### src/rtl/map_engine.sv
// Small associative key/value map with single-cycle INSERT/DELETE/LOOKUP/CLEAR
// and a one-deep valid/ready response register.
module map_engine #(
    parameter  int KEY_WIDTH   = 8,
    parameter  int VALUE_WIDTH = 16,
    parameter  int MAP_SIZE    = 16,
    localparam int IDX_W       = $clog2(MAP_SIZE)
) (
    input  logic                   clk,
    input  logic                   reset_n,
    input  logic                   valid_in,
    output logic                   ready_out,
    input  logic [2:0]             op,
    input  logic [KEY_WIDTH-1:0]   key_in,
    input  logic [VALUE_WIDTH-1:0] value_in,
    output logic                   valid_out,
    input  logic                   ready_in,
    output logic [VALUE_WIDTH-1:0] value_out,
    output logic [1:0]             status_out,
    output logic [IDX_W-1:0]       index_out,
    output logic [IDX_W:0]         count_out,
    output logic                   full,
    output logic                   empty
);

    typedef enum logic [2:0] {
        OP_NOP    = 3'b000,
        OP_INSERT = 3'b001,
        OP_DELETE = 3'b010,
        OP_LOOKUP = 3'b011,
        OP_CLEAR  = 3'b100
    } op_t;

    typedef enum logic [1:0] {
        ST_OK        = 2'b00,
        ST_UPDATED   = 2'b01,
        ST_NOT_FOUND = 2'b10,
        ST_FULL      = 2'b11
    } status_t;

    localparam logic [IDX_W:0] FULL_COUNT = (IDX_W + 1)'(MAP_SIZE);

    logic [KEY_WIDTH-1:0]   key_mem [MAP_SIZE];
    logic [VALUE_WIDTH-1:0] val_mem [MAP_SIZE];
    logic [MAP_SIZE-1:0]    slot_valid;

    logic             hit;
    logic [IDX_W-1:0] hit_idx;
    logic             free_found;
    logic [IDX_W-1:0] free_idx;
    logic             accept;
    logic             responds;

    assign ready_out = ~valid_out | ready_in;
    assign accept    = valid_in & ready_out;
    assign responds  = (op == OP_INSERT) || (op == OP_DELETE) ||
                       (op == OP_LOOKUP) || (op == OP_CLEAR);

    // Descending scan so the lowest matching / lowest free slot wins.
    always_comb begin
        hit        = 1'b0;
        hit_idx    = '0;
        free_found = 1'b0;
        free_idx   = '0;
        for (int i = MAP_SIZE - 1; i >= 0; i--) begin
            if (slot_valid[i] && (key_mem[i] == key_in)) begin
                hit     = 1'b1;
                hit_idx = IDX_W'(i);
            end
            if (!slot_valid[i]) begin
                free_found = 1'b1;
                free_idx   = IDX_W'(i);
            end
        end
    end

    always_ff @(posedge clk) begin
        if (!reset_n) begin
            slot_valid <= '0;
            count_out  <= '0;
            full       <= 1'b0;
            empty      <= 1'b1;
            valid_out  <= 1'b0;
            value_out  <= '0;
            status_out <= ST_OK;
            index_out  <= '0;
        end else begin
            if (valid_out && ready_in) begin
                valid_out <= 1'b0;
            end

            if (accept && responds) begin
                valid_out  <= 1'b1;
                value_out  <= '0;
                index_out  <= '0;
                status_out <= ST_OK;

                case (op)
                    OP_INSERT: begin
                        if (hit) begin
                            val_mem[hit_idx] <= value_in;
                            value_out        <= val_mem[hit_idx];
                            index_out        <= hit_idx;
                            status_out       <= ST_UPDATED;
                        end else if (free_found) begin
                            key_mem[free_idx]    <= key_in;
                            val_mem[free_idx]    <= value_in;
                            slot_valid[free_idx] <= 1'b1;
                            index_out            <= free_idx;
                            count_out            <= count_out + 1'b1;
                            full                 <= ((count_out + 1'b1) == FULL_COUNT);
                            empty                <= 1'b0;
                        end else begin
                            status_out <= ST_FULL;
                        end
                    end
                    OP_DELETE: begin
                        if (hit) begin
                            slot_valid[hit_idx] <= 1'b0;
                            value_out           <= val_mem[hit_idx];
                            index_out           <= hit_idx;
                            count_out           <= count_out - 1'b1;
                            full                <= 1'b0;
                            empty               <= (count_out == (IDX_W + 1)'(1));
                        end else begin
                            status_out <= ST_NOT_FOUND;
                        end
                    end
                    OP_LOOKUP: begin
                        if (hit) begin
                            value_out <= val_mem[hit_idx];
                            index_out <= hit_idx;
                        end else begin
                            status_out <= ST_NOT_FOUND;
                        end
                    end
                    OP_CLEAR: begin
                        // Stale keys/values stay in storage; only valid bits matter.
                        slot_valid <= '0;
                        count_out  <= '0;
                        full       <= 1'b0;
                        empty      <= 1'b1;
                    end
                    default: ;
                endcase
            end
        end
    end

endmodule

### config.mk
export PLATFORM = sky130hd
export DESIGN_NAME = map_engine
export DESIGN_NICKNAME = d
export VERILOG_FILES = /design/src/rtl/map_engine.sv
export SDC_FILE = /design/constraint.sdc
export NUM_CORES = 1
export LEC_CHECK = 0
export ABC_CLOCK_PERIOD_IN_PS = 5700
export BUFFER_PORTS_ARGS = -buffer_cell sky130_fd_sc_hd__buf_4
export CAP_MARGIN = 0
export CORE_UTILIZATION = 54
export CTS_CLUSTER_SIZE = 40
export DETAILED_ROUTE_END_ITERATION = 16
export PLACE_DENSITY_LB_ADDON = 0.12
export REMOVE_ABC_BUFFERS = 1
export SETUP_SLACK_MARGIN = 0.2
export SYNTH_ARGS = -nofsm -noshare
export SYNTH_HDL_FRONTEND = slang
export SYNTH_SLANG_ARGS = --single-unit
### constraint.sdc
create_clock -name clk -period 5.7 [get_ports clk]
set_input_delay 0.57 -clock clk [delete_from_list [all_inputs] [get_ports clk]]
set_output_delay 0.57 -clock clk [all_outputs]
set_load 0.01 [all_outputs]
==> parameters.txt <==
Parameter                              Value

Placed design
  Post-placement cell area    19400 sq um
  Count of buffers from port buffering    61
  Placer congestion estimate    0.8412
  Placed wire-length estimate    26330 um

Die
  IO Count    62
  Overall die width    187.1 um
  Starting density of the core    55.01%
  Die ar.    34990 sq um
  Core Rows    67
  Core Region    33620 sq um
  Height of the chip    187.1 um

Pwr
  Portion of total power attributed to the clock network    43.0%
  Part of the power in registers    54.1%
  Leakage power    0.006347 uW
  Max VDD drop    0.2603 mV
  Net switching component of the power    1299 uW
  Combinational share of power    2.9%
  Switching fraction of total power    20.45%
  Internal power of the cells    5052 uW
  Power density normalized to cell area    306.0 nW/um^2

CTS
  Cts hold-fix bufs    0
  Clock buffer count from CTS    44
  Number of resized instances in the post-cts repair step    0
  Post CTS Setup Buffer Count    0
  Clock root cell    clkbuf_16
  TritonCTS clock tree    yes
  Clock latency on the worst-skew pair    0.56 ns
  Clk sinks    430
  CTS H-tree depth    2
  CTS max path bufs    3
  Clk pin slew, worst setup/hold paths    0.06 ns

Worst setup path
  Register-to-Register Setup Slack    1.39 ns
  Family of cells with the greatest summed delay on the critical path    simple AND/OR/NAND/NOR gates
  Critical path peak fanout    32
  Setup crit end    val_mem[11][1]
  Category of the worst setup path capture point    register
  Kind of critical path    input pin to register
  R2r startpoint    key_mem[1][3]
  Startpoint kind of the worst setup timing path    input pin
  Count of cells along the worst register-to-register path    10
  Bufs and invs on worst path    1
  Max stage delay cell, worst path    nor2_2
  Cell seen most often among critical-path stages    nor3_1
  Required time at the endpoint of the critical path    5.86 ns
  Biggest cell delay along the critical path    1.08 ns
  Worst Setup SP    key_in[6]
  Reg-to-reg critical path endpoint    val_mem[11][1]
  Number of gates on the worst path with buffers counted    11
  Critical path, cell by cell    buf_4 -> xor2_1 -> nor3_1 -> nand4_1 -> and4bb_2 -> nand2_2 -> nor3_1 -> nand2b_1 -> o21ai_1 -> o211ai_1 -> nor2_2
  Arrival time reported for the critical path endpoint    4.51 ns

Finish
  Count of inserted antenna diode cells    0
  Post-layout instance area    20760 sq um
  Share of post-route cells with drive strength above 1    12.87%
  Post-Route Utilization    61.75%
  Final net count    1422
  Area added between synthesis and finish    12.25%
  Filler Cell Count    2578

Routing
  Remaining antenna violation count    0
  Total routed wirelength    42900 um
  First drt pass iteration count    6
  Via Count    11170
  Wire length per cell after detailed routing    22.94 um
  Via-to-Cell Ratio    5.971
  Final routed DRC violation total    0
  Starting DRT DRC Count    1162

Timing
  Min Clock Period, post-route    4.358 ns
  Fin. Hold Viols    0
  RSZ-0062 raised after global routing    false
  Share of the clock period used by the worst path after layout    76.45%
  Worst slew slack as a fraction of its limit    12.61%
  Worst-Margin Slew    1.309 ns
  Peak clock frequency supported by timing    229.5 MHz
  Number of pins exceeding their max-slew limit in the final report    0
  Post-Route Skew    0.02415 ns
  Number of setup violations in the final report    0

Logic synthesis
  Number of distinct standard cells referenced by the synthesized netlist    64
  Netlist area before placement    18490 sq um
  Syn avg cell area    14.06 sq um
  Top cells by count, synth    384 x edfxtp_1, 137 x mux2i_1, 121 x xnor2_1, 117 x nand2_1, 55 x nand3_1
  Library cell with the largest summed area after synthesis    edfxtp_1
  Yosys reg bits    430
  Largest cells by area after synthesis    edfxtp_1 62%, mux2i_1 7.4%, xnor2_1 5.7%, dfxtp_1 5.0%, nand2_1 2.4%
  Post-Syn Instances    1315
  Yosys warns    0
  Top-count cell post-synth    edfxtp_1
  Post-synthesis async set-or-reset flop share    0%
  Area share of the largest cell type after synthesis    62.35%
  Post-synthesis sequential area ratio    67.33%
  Number of flops mapped to enable cells by yosys    384
  Leading register cell type out of synthesis    edfxtp_1

Run status
  Result of the run    completed

Global route
  Number of antenna violations at the first check in global routing    0
  First-pass GRT wire length    66030 um
  Vias in the first global route    10910
  Total congestion overflow after global routing    0
  GRT Util Overall    24.94%
  Largest net degree at the start of global routing    55

Min path
  Startpoint of the worst hold path    valid_in
  Path type of the worst min-delay path    input pin to register

Job
  # Max-Cap Violations    0
worst min-delay path by stage:
stage	depth (start not counted)	endpoint
3_5_place_dp	2	value_out[6]
6_report	3	valid_out
3_3_place_gp	2	status_out[0]
5_1_grt	3	valid_out
4_1_cts	3	valid_out
2_1_floorplan	2	value_out[0]
registers in the layout, indices dropped and copies added (netlist names):
name and count:
status_out 2, index_out 4, empty 1, slot_valid 16, value_out 16, valid_out 1
key_mem 128, val_mem 256, count_out 5, full 1
cell type report:
type                            count  area (sq um)  share of cell area, %
Sequential cell                   430         12450                  59.99
Multi-Input combinational cell    813          5635                  27.15
Tap cell                          448         560.5                  2.700
Timing Repair Buffer               88         710.7                  3.424
Clock inverter                     26         219.0                  1.055
Clock buffer                       55          1142                  5.503
Inverter                           10         37.54                 0.1808
layer usage:
| metal | part of all wire (%) | vias up | global-route usage [%] |
|---|---|---|---|
| li1 | - | 5144 | - |
| met1 | 47 | 5552 | 37.87 |
| met2 | 44 | 403 | 37.80 |
| met3 | 7.4 | 66 | 4.465 |
| met4 | 1.5 | 0 | 5.107 |
| met5 | 0 | - | 0 |
cells by family (layout without fill, tap and decap cells):
| family | after synthesis | count (layout) | synth area share [%] |
|---|---|---|---|
| and+or+nand+nor | 341 | 341 | 9.066 |
| adders and majority gates | 4 | 4 | 0.2706 |
| AOI/OAI and AO/OA | 199 | 199 | 7.064 |
| DFF | 430 | 430 | 67.33 |
| xor gates and xnor gates | 131 | 131 | 6.204 |
| muxes | 138 | 138 | 7.476 |
| buffers and inverters | 72 | 179 | 2.584 |
layout by cell type (no fill, tap or decap), types with 5 or more instances in the layout:
cell type  count
inv_1          9
nor3_1        23
nand2_1      117
o21ai_1       13
o22ai_1       14
a211oi_1       7
a21oi_1       41
nand4_1       33
nand2b_1       7
clkbuf_16     44
a32oi_1       11
xor2_1        10
or2_2          5
nor2_1        43
o21a_1         5
edfxtp_1     384
a31oi_1       19
clkinv_1      16
nor2b_1        5
o211ai_1      18
xnor2_1      121
buf_4         84
nor3_2        13
mux2i_1      137
nor2_2         7
nand3_1       55
or3_1         10
dfxtp_1       46
clkbuf_1      11
o31ai_1        6
o21ai_0       34
power groups by stage:
stage	combinational [uW]	clock (uW)	sequential, uW
after global placement	183	0	3500
after floorplan	78.6	0	3500
final	187	2730	3430
after detailed placement	187	0	3500
after global routing	204	2900	3430
after CTS	187	2770	3430
worst min-delay path, cell delays in order:
cell	delay [ns]
buf_4	0.12
nand2_1	0.05
a21oi_1	0.05
through the flow:
step	std cells	hold WS [ns]	setup TNS, ns	total power (uW)	worst slack [ns]
after floorplan	1253	0.4734	-0.09427	3580	-0.09427
after global placement	1789	0.4471	0	3683	1.008
after detailed placement	1789	0.4480	0	3687	0.8686
after CTS	1870	0.2745	0	6392	1.437
after global routing	1870	0.2816	0	6534	1.100
final	1870	0.2933	0	6351	1.342
No activity file was read; power rests on OpenSTA's default activity.
